`config.mk`:
```
export PLATFORM = sky130hd
export DESIGN_NAME = spike_aer_encoder
export DESIGN_NICKNAME = d
export VERILOG_FILES = /design/src/rtl/lif_pkg.sv /design/src/rtl/aer_fifo.sv /design/src/rtl/spike_aer_encoder.sv
export SDC_FILE = /design/constraint.sdc
export NUM_CORES = 1
export LEC_CHECK = 0
export BUFFER_PORTS_ARGS = -buffer_cell sky130_fd_sc_hd__buf_4
export CORE_ASPECT_RATIO = 0.5
export CORE_MARGIN = 1.5
export CORE_UTILIZATION = 40
export CTS_CLUSTER_DIAMETER = 200
export DETAILED_ROUTE_END_ITERATION = 8
export GPL_ROUTABILITY_DRIVEN = 0
export MAX_ROUTING_LAYER = met4
export SKIP_CTS_REPAIR_TIMING = 1
export SLEW_MARGIN = 25
export SYNTH_ARGS = -nofsm -noshare
export SYNTH_HDL_FRONTEND = slang
export SYNTH_SLANG_ARGS = --single-unit
```
`constraint.sdc`:
```
create_clock -name clk -period 6.5 [get_ports clk]
set_clock_uncertainty 0.15 [all_clocks]
set_input_delay 0.325 -clock clk [delete_from_list [all_inputs] [get_ports clk]]
set_output_delay 0.325 -clock clk [all_outputs]
set_load 0.02 [all_outputs]
```
`src/rtl/lif_pkg.sv`:
```
// Shared definitions for the LIF neuron array and its AER event path.
package lif_pkg;

  localparam int unsigned N_NEURONS = 8;
  localparam int unsigned AW        = $clog2(N_NEURONS);
  localparam int unsigned TS_W      = 8;

  typedef struct packed {
    logic [TS_W-1:0] ts;
    logic [AW-1:0]   addr;
  } aer_event_t;

endpackage

```
`src/rtl/aer_fifo.sv`:
```
// Event FIFO with wrap-bit pointers; the head is read straight from storage.
module aer_fifo #(
  parameter int unsigned WIDTH = 11,
  parameter int unsigned DEPTH = 8
) (
  input  logic             clk,
  input  logic             rst,
  input  logic             push,
  input  logic [WIDTH-1:0] push_data,
  input  logic             pop,
  output logic [WIDTH-1:0] head,
  output logic             full,
  output logic             empty
);

  localparam int unsigned PW = $clog2(DEPTH);

  logic [PW:0]      wr_q, rd_q;
  logic [WIDTH-1:0] mem_q [DEPTH];

  assign empty = (wr_q == rd_q);
  assign full  = (wr_q[PW] != rd_q[PW]) && (wr_q[PW-1:0] == rd_q[PW-1:0]);
  assign head  = mem_q[rd_q[PW-1:0]];

  always_ff @(posedge clk) begin
    if (rst) begin
      wr_q <= '0;
      rd_q <= '0;
    end else begin
      if (push) wr_q <= wr_q + (PW+1)'(1);
      if (pop)  rd_q <= rd_q + (PW+1)'(1);
    end
  end

  always_ff @(posedge clk) begin
    if (push && !rst) mem_q[wr_q[PW-1:0]] <= push_data;
  end

endmodule

```
`src/rtl/spike_aer_encoder.sv`:
```
// Captures spike vectors from the LIF array and serialises set bits into
// {timestep, address} events through a small FIFO with valid/ready output.
module spike_aer_encoder #(
  parameter int unsigned N_NEURONS = lif_pkg::N_NEURONS,
  parameter int unsigned AW        = $clog2(N_NEURONS),
  parameter int unsigned TS_W      = lif_pkg::TS_W,
  parameter int unsigned DEPTH     = 8
) (
  input  logic                 clk,
  input  logic                 rst,
  input  logic                 spike_valid,
  input  logic [N_NEURONS-1:0] spike,
  input  logic                 aer_ready,
  output logic                 aer_valid,
  output logic [AW-1:0]        aer_addr,
  output logic [TS_W-1:0]      aer_ts,
  output logic                 busy,
  output logic                 overflow,
  output logic [7:0]           drop_cnt,
  input  logic                 clr_ovf
);

  localparam int unsigned EW = TS_W + AW;

  logic [N_NEURONS-1:0] pending_q, pending_d, pending_after;
  logic [TS_W-1:0]      ts_cnt_q, ts_hold_q;
  logic                 overflow_q, overflow_d;
  logic [7:0]           drop_cnt_q, drop_cnt_d;

  logic [AW-1:0] k;
  logic          push, pop, push_ok, accept, drop;
  logic          fifo_full, fifo_empty;
  logic [EW-1:0] fifo_head;
  int unsigned   popcnt, drop_sum;

  // Lowest set index wins so events leave in ascending address order.
  always_comb begin
    k = '0;
    for (int i = N_NEURONS - 1; i >= 0; i--) begin
      if (pending_q[i]) k = AW'(i);
    end
  end

  always_comb begin
    popcnt = 0;
    for (int i = 0; i < N_NEURONS; i++) popcnt = popcnt + 32'(spike[i]);
  end

  assign pop     = aer_valid && aer_ready;
  assign push_ok = !fifo_full || pop;
  assign push    = (pending_q != '0) && push_ok;

  // A new vector fits if pending will be empty after this edge.
  always_comb begin
    pending_after = pending_q;
    if (push) pending_after[k] = 1'b0;
  end

  assign accept = spike_valid && (pending_after == '0);
  assign drop   = spike_valid && !accept;

  always_comb begin
    pending_d  = accept ? spike : pending_after;
    overflow_d = overflow_q;
    drop_cnt_d = drop_cnt_q;
    drop_sum   = 0;
    if (drop) begin
      // A drop overrides a simultaneous clear: count restarts from zero.
      drop_sum   = (clr_ovf ? 0 : 32'(drop_cnt_q)) + popcnt;
      overflow_d = 1'b1;
      drop_cnt_d = (drop_sum > 255) ? 8'd255 : 8'(drop_sum);
    end else if (clr_ovf) begin
      overflow_d = 1'b0;
      drop_cnt_d = '0;
    end
  end

  always_ff @(posedge clk) begin
    if (rst) begin
      pending_q  <= '0;
      ts_cnt_q   <= '0;
      ts_hold_q  <= '0;
      overflow_q <= 1'b0;
      drop_cnt_q <= '0;
    end else begin
      pending_q  <= pending_d;
      overflow_q <= overflow_d;
      drop_cnt_q <= drop_cnt_d;
      if (spike_valid) ts_cnt_q  <= ts_cnt_q + TS_W'(1);
      if (accept)      ts_hold_q <= ts_cnt_q;
    end
  end

  aer_fifo #(
    .WIDTH (EW),
    .DEPTH (DEPTH)
  ) u_fifo (
    .clk       (clk),
    .rst       (rst),
    .push      (push),
    .push_data ({ts_hold_q, k}),
    .pop       (pop),
    .head      (fifo_head),
    .full      (fifo_full),
    .empty     (fifo_empty)
  );

  assign aer_valid = !fifo_empty;
  assign aer_addr  = fifo_empty ? '0 : fifo_head[AW-1:0];
  assign aer_ts    = fifo_empty ? '0 : fifo_head[EW-1:AW];
  assign busy      = (pending_q != '0);
  assign overflow  = overflow_q;
  assign drop_cnt  = drop_cnt_q;

endmodule

```
=== Word-level counts from Yosys, hierarchy flattened ===
Memories as Yosys holds them, arrays and structs flattened. A register that Yosys moved wholly into a read port is not among the register bits.
Cells that the tools add are included.

* Reductions and logical operators: 15
* Eq/ne operators: 3
* Bitwise operators: 2
* Magnitude comparators: 3
* Muxes and demuxes: 24
* Shifts and indexed selects: 0
* Divide/modulo/power cells: 0
* Multipliers: 0
* Add/subtract/negate cells: 11

{| class="wikitable"
|+ Operator list
! operator !! number
|-
| $mux W8 || 7
|-
| $mux W3 || 11
|-
| $add A8 B8 Y9 || 1
|-
| $gt A9 B8 Y1 const B || 1
|-
| $add A4 B1 Y4 const B || 2
|-
| $add A7 B1 Y8 || 1
|-
| $add A8 B1 Y8 const B || 1
|-
| $and A8 B8 Y8 || 1
|-
| $logic_not A8 Y1 || 1
|-
| $not A8 Y8 || 1
|-
| $reduce_bool A8 Y1 || 1
|-
| $add A6 B1 Y7 || 1
|-
| $logic_and A1 B1 Y1 || 7
|-
| $add A5 B1 Y6 || 1
|-
| $add A4 B1 Y5 || 1
|-
| $mux W1 || 5
|-
| $add A3 B1 Y4 || 1
|-
| $eq A4 B4 Y1 || 1
|-
| $logic_not A1 Y1 || 4
|-
| $lt A3 B4 Y1 const B || 1
|-
| $add A2 B1 Y3 || 1
|-
| $demux W1 S3 || 1
|-
| $eq A3 B3 Y1 || 1
|-
| $ge A3 B1 Y1 const B || 1
|-
| 4 further kinds || 4
|}

* Bits in latches: 0
* Output and inout port bits: 22
* Register bits: 41
* ROM bits: 0
* Memories: 1
* RAM bits: 88

{| class="wikitable"
|+ Memories
! memory !! words !! width !! rd ports !! clocked after memory_dff !! wr ports !! line !! source
|-
| u_fifo.mem_q || 8 || 11 || 1 || 1 || 1 || aer_fifo.sv:19 || <nowiki>logic [WIDTH-1:0] mem_q [DEPTH];</nowiki>
|}

=== Depth between registers and ports, before layout ===
* Depth in word-level cells: 20
* Mapped depth: 13

=== Modules after synthesis ===
From an unflattened synthesis, not the netlist that was laid out.

* Cell total of the unflattened synthesis: 416
* Area, all modules: 5,884.4 um^2

{| class="wikitable"
|+ Modules (own cells, without submodules)
! module !! times used !! cells an instance !! area an instance (um^2)
|-
| aer_fifo || 1 || 184 || 3,883.7
|-
| spike_aer_encoder || 1 || 232 || 2,000.7
|}

=== Worst setup path after synthesis ===
No wires, ideal clock.

* Path type: input-to-reg
* Start: in spike[0]
* End: reg drop_cnt_q[4] (netlist: drop_cnt[4])
* Buffers on the path: 0
* Setup time: 122 ps
* Stages on the path: 12
* Required time: 6,228 ps
* Data arrival time: 3,433 ps
* Path slack: 2,796 ps
* Cell sequence: fa_1 > inv_1 > fa_1 > fa_1 > fa_1 > inv_1 > fa_1 > a21o_1 > a21oi_1 > or3_1 > nand2_1 > o311a_1

* Word-level cells in the longest chain between the ends: 11

{| class="wikitable"
|+ Ends and longest elaborated chain
! element !! line !! source
|-
| from (decl) || spike_aer_encoder.sv:12 || <nowiki>input logic [N_NEURONS-1:0] spike,</nowiki>
|-
| $add A1 B1 Y2 * || spike_aer_encoder.sv:46 || <nowiki>for (int i = 0; i < N_NEURONS; i++) popcnt = popcnt + 32'(spike[i]);</nowiki>
|-
| $add A2 B1 Y3 * || spike_aer_encoder.sv:46 ||
|-
| $add A3 B1 Y4 * || spike_aer_encoder.sv:46 ||
|-
| $add A4 B1 Y5 * || spike_aer_encoder.sv:46 ||
|-
| $add A5 B1 Y6 * || spike_aer_encoder.sv:46 ||
|-
| $add A6 B1 Y7 * || spike_aer_encoder.sv:46 ||
|-
| $add A7 B1 Y8 * || spike_aer_encoder.sv:46 ||
|-
| $add A8 B8 Y9 * || spike_aer_encoder.sv:69 || <nowiki>drop_sum = (clr_ovf ? 0 : 32'(drop_cnt_q)) + popcnt;</nowiki>
|-
| $gt A9 B8 Y1 || spike_aer_encoder.sv:71 || <nowiki>drop_cnt_d = (drop_sum > 255) ? 8'd255 : 8'(drop_sum);</nowiki>
|-
| $mux W8 * || spike_aer_encoder.sv:71 ||
|-
| $mux W8 * || spike_aer_encoder.sv:67 || <nowiki>if (drop) begin</nowiki>
|-
| to (signal assigned) || spike_aer_encoder.sv:88 || <nowiki>drop_cnt_q <= drop_cnt_d;</nowiki>
|-
| to (decl) || spike_aer_encoder.sv:28 || <nowiki>logic [7:0] drop_cnt_q, drop_cnt_d;</nowiki>
|}

Every way passes the cells marked *; elsewhere a longest branch is shown, timed or not.
A chain may end at the register's enable or synchronous reset.

=== Worst setup path in the final report ===
* Start: in spike[0]
* End: reg drop_cnt_q[1] (netlist: drop_cnt[1])

Same word-level chain as after synthesis.

==> run summary <==
* 520 ps — delay of the slowest cell on the worst path
* 0 — initial antenna violation count
* 3382 — number of vias in the routed layout
* 17.7 mm — wire length of the first global-routing pass
* 1244 — fillcell total
* sky130_fd_sc_hd__edfxtp_1 — post-synth top area cell
* 17 — number of CTS-inserted buffers
* 634 — number of cells after detailed placement
* 0.000184 V — maximum VDD drop
* 61.0% — post-synthesis sequential area ratio
* 45.8% — portion of synthesized cell area occupied by the leading cell type
* 35 — # IOs
* sky130_fd_sc_hd__clkbuf_16 — CTS root buffer
* 30 — site row count
* 667 — post-route insts no fill
* input pin to flip-flop — Worst Path Class, Setup
* 13800 µm² — area of the core
* 3800 ps — worst path arrival time
* 87.9 µm — height of the die
* 34 — number of buffer cells added on primary ports
* 13.7 µm² — average cell area after synthesis
* flip-flop — endpoint class of the critical path
* completed — run status
* false — setup repair after global routing missed its margin
* 88 x sky130_fd_sc_hd__edfxtp_1, 52 x sky130_fd_sc_hd__nor2_1, 44 x sky130_fd_sc_hd__dfxtp_1 — top cell types by occurrence after synthesis
* 0 ps — setup TNS after final layout
* 0 — number of synthesis warnings
* 798 ps — transition time of the tightest slew-check pin
* 49.3% — core occupancy in the finished layout
* 2.42 nW — leakage power
* 0 — setup violators final
* done — CTS tree
* 0 — antenna cell count
* 16.6 µm — Wirelength per Cell
* 6650 ps — Data required, critical path
* 88 — EDFF count, synth
* 0 — max-capacitance violation count
* 17.9% — Area Overhead vs Synth
* 274 MHz — Highest Clock Rate
* 0% — Post-synth ARST share
* input pin to flip-flop — worst min-delay path class
* 16.0% — GR Util All Layers
* 6 — peak fanout along the critical path
* 0 — Max Transition Viols Final
* 3030 ps — Worst R2R Setup Slack
* 132 — synthesis-stage register bit count
* 5770 µm² — combined area of all synthesized cells
* 2.61 mW — power after layout
* 7.14 mm — detailed placement HPWL
* 44 — maximum number of pins on one net before global-route repair
* sky130_fd_sc_hd__edfxtp_1 46%, sky130_fd_sc_hd__dfxtp_1 15%, sky130_fd_sc_hd__mux4_2 8.6%, sky130_fd_sc_hd__mux2i_1 3.6%, sky130_fd_sc_hd__nor2_1 3.4% — top cells by area, synth
* 56.1% — post-route fraction of the period consumed by the critical path
* sky130_fd_sc_hd__fa_1 — Crit-path slowest cell
* 0 — hold violation total from the final report
* 5.07 — detailed-route vias per instance
* sky130_fd_sc_hd__fa_1 — most used cell along the critical path
* 245 — count of routing violations after the opening detailed-route iteration
* 0 — DRC errors left
* 0 — overflow left after global routing
* 489 — Layout Nets
* 448 — Syn Nets
* 421 — Gate Count Post-Synth
* 400 ps — clock network latency to the later pin of the worst-skew pair
* 2 — maximum number of buffers from clock root to sink
* input pin — startpoint kind of the worst setup timing path
* 51 — Netlist cell types
* 60 ps — Worst-path clk slew
* 28.4 ps — hold_ws
* buf_4 > fa_1 > inv_1 > fa_1 > fa_1 > fa_1 > inv_1 > fa_1 > a21o_1 > a21oi_1 > nor3_1 > nor2_1 > nor3_1 > a31o_2 — ordered list of cells on the worst path
* 41.8% — effective utilization at floorplan
* 15200 µm² — Die Outline Area
* sky130_fd_sc_hd__edfxtp_1 — top-count cell post-synth
* 173 µm — die span in x
* 132 — number of sinks handled by clock tree synthesis
* 11.1 mm — detailed-route wire length
* 46.7% — relative slew slack
* 3271 — vias in the first global route
* sky130_fd_sc_hd__edfxtp_1 — Post-synth top flop
* 3640 ps — time the worst path needs with I/O delays and setup
* 4 — maximum level of the CTS H-tree
* 384 nW/µm² — power density of the placed cells
* 4 — DRT Pass-1 Iters
* 22.7% — layout cells sized above 1
* 0 — count of nets left with antenna violations after detail routing
layout by cell type, fill, tap and decap left out, drive strengths merged, types with 2 or more instances in the layout:
cell,instances
xor2,11
dfxtp,44
bufinv,2
nor3,16
and2,2
edfxtp,88
ha,9
mux2i,21
inv,25
nor4,2
nand2b,5
nand2,21
o21ai,9
a22oi,3
o21a,2
clkbuf,17
buf,44
nand3,5
o31ai,4
nor2,52
fa,5
xnor2,4
mux4,22
or3,8
a21oi,20
a211oi,2
clkinv,4
nand4,4
nor2b,6
o311a,2
cells by family after synthesis:
logic type | count (synthesis) | synth area share [%]
AOI/OAI and AO/OA | 54 | 6.76
muxes | 43 | 12.2
adders and majority gates | 14 | 3.69
DFF | 132 | 61.0
buffers and inverters | 39 | 3.53
and+or+nand+nor | 124 | 10.5
xor gates and xnor gates | 15 | 2.28
cell type report:
cell class                      count  area, µm²  area share (%)
Timing Repair Buffer               44        334            4.91
Tap cell                          192        240            3.53
Inverter                           17       63.8           0.937
Sequential cell                   132       3520            51.8
Clock buffer                       17        425            6.25
Clock inverter                     15        169            2.48
Multi-Input combinational cell    250       2050            30.1
per-stage QoR:
stage	setup WS [ps]	cell area (µm²)
3_5_place_dp	2460	6200
4_1_cts	2880	6790
3_3_place_gp	2500	6190
2_1_floorplan	2800	5770
5_1_grt	2650	6810
6_report	2860	6810
report_power, final:
part           total [mW]  switching (mW)  internal, mW
combinational       0.632           0.360         0.272
clock               0.948           0.372         0.576
sequential           1.03          0.0582         0.974
path summary, 6_finish.rpt:
kind | from | to | cells past startpoint
worst min register to register | overflow | overflow | 2
worst max-delay path | spike[0] | drop_cnt[1] | 14
worst max register to register | drop_cnt[0] | drop_cnt[1] | 12
worst min-delay path | spike[4] | pending_q[4] | 3
registers in the layout (all words and copies together) (netlist names), named ones only:
signal	flops
drop_cnt	8
overflow	1
pending_q	8
ts_cnt_q	8
ts_hold_q	8
u_fifo.mem_q	88
u_fifo.rd_q	4
u_fifo.wr_q	4
critical path, delay by kind of cell:
kind | cells | cell delay [ps]
and+or+nand+nor | 3 | 360
AOI/OAI and AO/OA | 3 | 780
buffers and inverters | 3 | 230
adders and majority gates | 5 | 2090
metal layers:
metal	share of wire [%]	routed length, µm	GRT usage (%)	vias up
met5	0	0	-	-
met4	0.72	80	4.74	0
met3	5.7	630	3.99	10
met2	45	5040	25.2	82
met1	48	5350	20.8	1638
li1	-	-	-	1652
(Power assumes the default switching activity.)
